[config.mk]
export PLATFORM = sky130hd
export DESIGN_NAME = tl45_fetch
export DESIGN_NICKNAME = d
export VERILOG_FILES = /design/src/rtl/tl45_fetch.sv
export SDC_FILE = /design/constraint.sdc
export NUM_CORES = 1
export LEC_CHECK = 0
export ABC_CLOCK_PERIOD_IN_PS = 5540
export CORE_MARGIN = 10
export CORE_UTILIZATION = 33
export CTS_CLUSTER_DIAMETER = 150
export DETAILED_ROUTE_END_ITERATION = 10
export DONT_BUFFER_PORTS = 1
export HOLD_SLACK_MARGIN = 0.03
export PLACE_DENSITY_LB_ADDON = 0.2
export SYNTH_ARGS = -nofsm -noshare
export SYNTH_HDL_FRONTEND = slang
export SYNTH_SLANG_ARGS = --single-unit
[constraint.sdc]
create_clock -name i_clk -period 5.54 [get_ports i_clk]
set_clock_uncertainty 0.15 [all_clocks]
set_input_delay 0.554 -clock i_clk [delete_from_list [all_inputs] [get_ports i_clk]]
set_output_delay 0.554 -clock i_clk [all_outputs]
set_load 0.02 [all_outputs]
[src/rtl/tl45_fetch.sv]
`default_nettype none
// ============================================================================
//  Module   : tl45_fetch
//  Purpose  : TL45 instruction fetch stage. Keeps the program counter, reads
//             one word at a time over a pipelined Wishbone master and hands
//             {pc, inst} to decode. Supports decode stall and PC redirect.
//  Revision : 1.0 - initial release
// ============================================================================
module tl45_fetch #(
  parameter logic [31:0] RESET_PC = 32'h0000_0000
) (
  input  logic        i_clk,
  input  logic        i_reset_n,
  input  logic        i_pipe_stall,
  input  logic        i_new_pc,
  input  logic [31:0] i_pc,
  output logic        o_wb_cyc,
  output logic        o_wb_stb,
  output logic [29:0] o_wb_addr,
  input  logic        i_wb_stall,
  input  logic        i_wb_ack,
  input  logic        i_wb_err,
  input  logic [31:0] i_wb_data,
  output logic [31:0] o_buf_pc,
  output logic [31:0] o_buf_inst,
  output logic        o_fetch_err
);

  // Word-aligned reset vector; low bits are never allowed to leak into pc.
  localparam logic [31:0] c_reset_pc = {RESET_PC[31:2], 2'b00};

  typedef enum logic [2:0] {
    S_IDLE  = 3'd0,
    S_REQ   = 3'd1,
    S_WAIT  = 3'd2,
    S_HOLD  = 3'd3,
    S_ABORT = 3'd4,
    S_HALT  = 3'd5
  } state_t;

  state_t      r_state, w_state_nx;
  logic [31:0] r_pc, w_pc_nx;
  logic [31:0] r_stash, w_stash_nx;
  logic [31:0] r_buf_pc, w_buf_pc_nx;
  logic [31:0] r_buf_inst, w_buf_inst_nx;
  logic        r_err, w_err_nx;
  logic        w_redirect;
  logic [31:0] w_pc_inc;
  logic        w_unused;

  // Target alignment bits are dropped, so they are intentionally unused.
  assign w_unused   = &{1'b0, i_pc[1:0]};
  assign w_pc_inc   = r_pc + 32'd4;
  // A redirect is honoured everywhere except before the first fetch and after a bus error.
  assign w_redirect = i_new_pc && (r_state != S_IDLE) && (r_state != S_HALT);

  // Next-state and datapath: redirect has top priority, then err, then ack.
  always_comb begin
    w_state_nx    = r_state;
    w_pc_nx       = r_pc;
    w_stash_nx    = r_stash;
    w_err_nx      = r_err;
    // No delivery: bubble if decode advances, otherwise hold what it sees.
    w_buf_pc_nx   = i_pipe_stall ? r_buf_pc   : 32'h0;
    w_buf_inst_nx = i_pipe_stall ? r_buf_inst : 32'h0;

    if (w_redirect) begin
      w_state_nx    = S_ABORT;
      w_pc_nx       = {i_pc[31:2], 2'b00};
      w_stash_nx    = 32'h0;
      w_buf_pc_nx   = 32'h0;
      w_buf_inst_nx = 32'h0;
    end else begin
      case (r_state)
        S_IDLE: begin
          w_state_nx = S_REQ;
        end
        S_REQ: begin
          if (!i_wb_stall) begin
            w_state_nx = S_WAIT;
          end
        end
        S_WAIT: begin
          if (i_wb_err) begin
            w_err_nx      = 1'b1;
            w_buf_pc_nx   = 32'h0;
            w_buf_inst_nx = 32'h0;
            w_state_nx    = S_HALT;
          end else if (i_wb_ack) begin
            if (!i_pipe_stall) begin
              w_buf_inst_nx = i_wb_data;
              w_buf_pc_nx   = r_pc;
              w_pc_nx       = w_pc_inc;
              w_state_nx    = S_REQ;
            end else begin
              w_stash_nx    = i_wb_data;
              w_state_nx    = S_HOLD;
            end
          end
        end
        S_HOLD: begin
          if (!i_pipe_stall) begin
            w_buf_inst_nx = r_stash;
            w_buf_pc_nx   = r_pc;
            w_pc_nx       = w_pc_inc;
            w_state_nx    = S_REQ;
          end
        end
        S_ABORT: begin
          w_state_nx = S_REQ;
        end
        S_HALT: begin
          w_buf_pc_nx   = 32'h0;
          w_buf_inst_nx = 32'h0;
        end
        default: begin
          w_state_nx = S_IDLE;
        end
      endcase
    end
  end

  // State and datapath registers with asynchronous active-low reset.
  always_ff @(posedge i_clk or negedge i_reset_n) begin
    if (!i_reset_n) begin
      r_state    <= S_IDLE;
      r_pc       <= c_reset_pc;
      r_stash    <= 32'h0;
      r_buf_pc   <= 32'h0;
      r_buf_inst <= 32'h0;
      r_err      <= 1'b0;
    end else begin
      r_state    <= w_state_nx;
      r_pc       <= w_pc_nx;
      r_stash    <= w_stash_nx;
      r_buf_pc   <= w_buf_pc_nx;
      r_buf_inst <= w_buf_inst_nx;
      r_err      <= w_err_nx;
    end
  end

  // Bus signals decode straight from state; dropping cyc ends any open cycle.
  assign o_wb_cyc    = (r_state == S_REQ) || (r_state == S_WAIT);
  assign o_wb_stb    = (r_state == S_REQ);
  assign o_wb_addr   = r_pc[31:2];
  assign o_buf_pc    = r_buf_pc;
  assign o_buf_inst  = r_buf_inst;
  assign o_fetch_err = r_err;

endmodule
`default_nettype wire
* Word-level counts from Yosys, hierarchy flattened *
Index checks and enable logic that the tools add are counted.

word-level totals
  logic and storage cells = 65
  output and inout port bits = 97
  input port bits = 71
  register bits after elaboration = 132

operators by class
  bitwise logic cells = 1
  muxes and demuxes = 30
  reduce and logical (&&, ||, !) cells = 14
  equality and inequality tests = 13
  add/subtract/negate cells = 1

operators with widths
  kind                     count
  $mux W32                 20
  $pmux W32 S3             2
  $pmux W32 S2             1
  $add A32 B3 Y32 const B  1
  $mux W3                  5
  $pmux W3 S5              1
  $ne A3 B3 Y1 const B     4
  $reduce_and A4 Y1        2
  $eq A3 B2 Y1 const B     2
  $eq A3 B3 Y1 const B     2
  $reduce_and A3 Y1        2
  $reduce_bool A2 Y1       3
  $reduce_bool A3 Y1       2
  $ne A4 B4 Y1 const B     1
  $eq A3 B1 Y1 const B     1
  $logic_not A3 Y1         1
  $ne A3 B2 Y1 const B     1
  $logic_and A1 B1 Y1      2
  $mux W2                  1
  $ne A2 B1 Y1 const B     1
  $ne A2 B2 Y1 const B     1
  $reduce_or A2 Y1         1
  $logic_or A1 B1 Y1       1
  $not A1 Y1               1

* Longest topological paths before layout *
  depth after elaboration = 6
  mapped depth = 7
  mapped depth without buffers = 5

* Least setup slack after synthesis *
Ideal clock, no wire load.

  kind = register to register
  start = reg r_pc[13]
  end = reg r_pc[31]
  slack = 3.317 ns
  buffers on the path = 1
  required time = 5.308 ns
  stages on the path, launching flop included = 7
  clock period less this slack = 2.223 ns
  arrival time = 1.991 ns
  library setup time = 0.082 ns
  cell sequence = dfrtp_1 > clkbuf_2 > and4_1 > nand4_1 > or3_1 > or4_1 > a31oi_1

between the ends
  longest elaborated chain between the ends = 6

ends and longest elaborated chain
  item                      RTL line  source
  start: declaration        42        logic [31:0] r_pc, w_pc_nx;
  start signal: assignment  127       r_pc <= c_reset_pc;
  start signal: assignment  134       r_pc <= w_pc_nx;
  $add A32 B3 Y32 *         53        assign w_pc_inc = r_pc + 32'd4;
  $mux W32 *                90, 102
  $mux W32                  89        end else if (i_wb_ack) begin
  $mux W32                  84        if (i_wb_err) begin
  $pmux W32 S2 *            74        case (r_state)
  $mux W32 *                67        if (w_redirect) begin

Mark *: on every way between the ends. The rest lies on a longest branch, timed or not. The select of a mux whose other input is x is not followed.
A chain may end at the register's enable or synchronous reset.

* Final worst setup path *
  start = reg r_state[2]
  end = reg r_stash[23]

between the ends
  longest elaborated chain between the ends = 5

ends and longest elaborated chain
  item                                                                 RTL line  source
  start: declaration                                                   41        state_t r_state, w_state_nx;
  start signal: assignment                                             133       r_state <= w_state_nx;
  $reduce_bool A3 Y1                                                   55        assign w_redirect = i_new_pc && (r_state != S_IDLE) && (r_state != S_HALT);
  $logic_and A1 B1 Y1 (2 in series)                                    55
  $ne A2 B1 Y1 (no source line) or $reduce_bool A2 Y1 (tied branches)  -
  $reduce_and A4 Y1 (no source line)                                   -
  end signal: assignment                                               135       r_stash <= w_stash_nx;
  end: declaration                                                     43        logic [31:0] r_stash, w_stash_nx;

Parallel ways exist; a longest one is shown, timed or not.

==> impl_summary.md <==
Cells and area
The final cell count without fillers is 863. Relative to the synthesized area, the layout overhead comes to 13.2%. The share of post-route cells with drive strength above 1 is 0.0804. Summing all flip-flop and latch instances after layout gives 3250 µm². The library cells used most frequently in the layout, excluding fill and tap cells, are sky130_fd_sc_hd__dfrtp_1, sky130_fd_sc_hd__nand2_1, sky130_fd_sc_hd__nor2_1. Fill cells in the final layout number 1,815. The leading cell type in the layout, fill and taps excluded is sky130_fd_sc_hd__dfrtp_1. The post-layout utilization of the core is 0.383. The number of diodes is 0. The multi-input combinational cells in the finished layout cover a total of 2640 µm².

The number of nets in the final layout is 693. The final design instance area without fill is 6930 µm².

Place
The worst slack at placement is 2.63 ns. The final RePlAce weighted congestion is 0.799. The post-placement cell count is 829. The number of input and output port buffers inserted is 0.

The cell area reported after detailed placement is 6300 µm². The detailed placer's ending HPWL is 12,400 µm.

Timing
The setup-violating endpoint count in the final report is 0. Measured against its own limit, the worst slew margin works out to 0.250. The final number of max-transition violations came to 0. Summed over all failing endpoints, the final setup total negative slack is 0 ns.

The transition time at the pin with the least slew margin is 1.12 ns. Final hold analysis gives a worst-case slack of 0.0969 ns. Setup repair after global routing left no endpoint under its margin.

Based on the critical path, the design can be clocked at up to 0.349 GHz. In the finished design, the share of the clock period the worst path needs comes to 0.517. The post-route worst setup slack is 2.67 ns. The number of endpoints with negative hold slack in the final report was 0. Subtracting the final worst setup slack from the clock period gives 2.87 ns.

Critical path
Of all nets on the critical path, the largest fanout is 59. The cell type of the slowest stage on the worst timing path is sky130_fd_sc_hd__a31oi_4. The data arrival time of the critical path is 3.06 ns. Setup slack on the worst reg-to-reg path comes out at 2.67 ns. Walking the worst path, the cells encountered are xor2_1 -> o21a_2 -> a31oi_4 -> a32o_1. STA classifies the critical path endpoint as a flop.

The startpoint kind of the worst setup timing path is a flop. For this run, the slowest stage of the critical path takes 1.03 ns. The number of buffers and inverters on the critical path is 0. The required arrival time at the worst endpoint is 5.73 ns.

The type of the setup path with the least slack is reg -> reg. Grouping stages by cell kind, the critical path spends the most delay in compound AO/OA/AOI/OAI gates.

Logic synthesis
The distinct cell type count after synthesis is 47. The share of synthesized registers carrying an async set or reset is 1.00. The synthesized design contains 130 register bits.

The mean instance size in the synthesized netlist is 9.46 µm². The share of the Yosys chip area taken by registers is 0.532. The Yosys step of the flow raised 0 warnings. The number of enable-type register cells in the synthesized netlist is 0. The synthesized netlist occupies a cell area of 6120 µm². The leading register cell type out of synthesis is sky130_fd_sc_hd__dfrtp_1. Synthesis produced a netlist whose cell count is 647.

The number of nets in the synthesized netlist is 719.

Detailed routing
Routed signal wires occupy layers up through met4. The total via count after detailed routing is 4,989. Before antenna repair, the detailed router went through 6 iterations. The average via count per standard cell is 5.78. The starting DRC count in detailed routing is 385. After detailed routing, the average wire length per cell comes to 22.1 µm. In this run the remaining antenna-violating nets after routing total 0. The met1 wire length is 7900 µm.

After detailed routing, the total wire length is 19,000 µm. The met3 routed wirelength is 2010 µm. The wire length on met2 is 8720 µm.

After detailed routing, the number of remaining DRC violations is 0.

Clock network
The tree is rooted in a sky130_fd_sc_hd__clkbuf_16. The clock tree from TritonCTS is done. Clock-pin slew was measured on the worst setup and hold paths at 0.06 ns. The TritonCTS buffer count is 17. The maximum root-to-sink buffer count is 2. The post-CTS setup-driven buffer insertion count is 0. The clock reaches the later pin of the worst-skew pair after 0.41 ns. The clock tree synthesis step divided the H-tree into 4 levels. The tree built by TritonCTS fans out to 130 sinks.

Power and ir drop
The analysis attributes to cell leakage a power of 2.67 nW. The design draws 3.45 mW. For this design the ratio of total power to cell area is 499 nW/µm². The worst IR drop on VDD is 238 µV.

Die
The horizontal extent of the die is 156 µm. The starting utilization of the core area is 0.338. 168 I/O pins were placed. The core area is 18,100 µm². The row count is 49. The die extent in y is 156 µm.

The area enclosed by the die boundary is 24,400 µm².

GRT
The total routing resource utilization after global routing is 0.153. The first global-routing pass estimated 29,700 µm of wire. The number of antenna violations at the first check in global routing is 0. The number of global-route vias before repair was 5,060. The overall overflow remaining after global route is 0. Entering global routing, the biggest net connects 131 pins.

Run
Across the run, the number of max-cap violations was 0.

Run status
The run finished with clean final reports.

Worst hold path
The worst hold path class is in -> reg.
-- sequential cells by signal, summed over array words and instances (netlist names) --
name         count
o_buf_inst      32
o_buf_pc        32
r_stash         32
r_pc            30
r_state          3
o_fetch_err      1
-- routing by layer --
layer	vias to the layer above	GRT usage
li1	2293	-
met1	2494	0.183
met2	177	0.237
met3	25	0.0703
met4	0	0.0575
met5	-	0
-- kinds of logic (layout without fill, tap and decap cells) --
| group | after synthesis | in the layout | share of synthesized area |
|---|---|---|---|
| simple gates | 208 | 208 | 0.152 |
| mux | 1 | 1 | 0.00164 |
| compound gates | 211 | 211 | 0.231 |
| flops | 130 | 130 | 0.532 |
| fa+ha+maj | 1 | 1 | 0.00204 |
| xor+xnor | 27 | 27 | 0.0386 |
| buf+inv | 69 | 56 | 0.0429 |
-- cell type report --
class | instances | area share
Clock buffer | 17 | 0.0614
Clock inverter | 15 | 0.0233
Inverter | 12 | 0.00650
Multi-Input combinational cell | 448 | 0.381
Sequential cell | 130 | 0.470
Tap cell | 229 | 0.0414
Timing Repair Buffer | 12 | 0.0163
-- report_power, final --
part	internal (mW)	leakage (nW)	switching, mW	total [mW]
Combinational	0.254	0.639	0.511	0.766
Clock	0.639	0.281	0.472	1.11
Sequential	1.11	1.75	0.470	1.58
Total	2.00	2.67	1.45	3.45
-- synth_stat cells (2+ instances only) --
cell,instances,share of area
sky130_fd_sc_hd__nand4_1,7,0.0072
sky130_fd_sc_hd__xnor2_1,24,0.034
sky130_fd_sc_hd__o21ai_0,32,0.026
sky130_fd_sc_hd__a32o_1,30,0.049
sky130_fd_sc_hd__and4_1,4,0.0057
sky130_fd_sc_hd__o2111ai_1,2,0.0029
sky130_fd_sc_hd__xor2_1,3,0.0043
sky130_fd_sc_hd__nand2_1,77,0.047
sky130_fd_sc_hd__nor3_1,12,0.0098
sky130_fd_sc_hd__a21oi_1,69,0.056
sky130_fd_sc_hd__nor4_1,10,0.010
sky130_fd_sc_hd__o211ai_1,31,0.038
sky130_fd_sc_hd__a22oi_1,30,0.037
sky130_fd_sc_hd__and3_1,2,0.0020
sky130_fd_sc_hd__clkbuf_1,49,0.030
sky130_fd_sc_hd__a221o_1,2,0.0033
sky130_fd_sc_hd__buf_1,5,0.0031
sky130_fd_sc_hd__and2_1,2,0.0020
sky130_fd_sc_hd__a31oi_1,3,0.0031
sky130_fd_sc_hd__inv_1,12,0.0074
sky130_fd_sc_hd__nor2_1,74,0.045
sky130_fd_sc_hd__buf_2,2,0.0016
sky130_fd_sc_hd__dfrtp_1,130,0.53
sky130_fd_sc_hd__nand2b_1,3,0.0031
sky130_fd_sc_hd__a21o_1,2,0.0025
sky130_fd_sc_hd__nor2b_1,2,0.0020
sky130_fd_sc_hd__nand3_1,8,0.0065
-- worst paths after layout --
kind / start / end / depth (start not counted)
hold / removal: i_new_pc / o_fetch_err / 1
setup / recovery: r_state[2] / r_stash[23] / 4
hold reg to reg: r_stash[31] / r_stash[31] / 2
min in group asynchronous: i_reset_n / o_buf_inst[0] / 2
max in group asynchronous: i_reset_n / o_buf_pc[0] / 2
setup reg to reg: r_state[2] / r_stash[23] / 4
-- timing repair --
| action | CTS | global route |
|---|---|---|
| hold buffers | 2 | 0 |
| endpoints found under the hold margin | 130 | 0 |
| gates resized for setup | 0 | 0 |
Note: power is estimated with default switching activity, not from simulation.
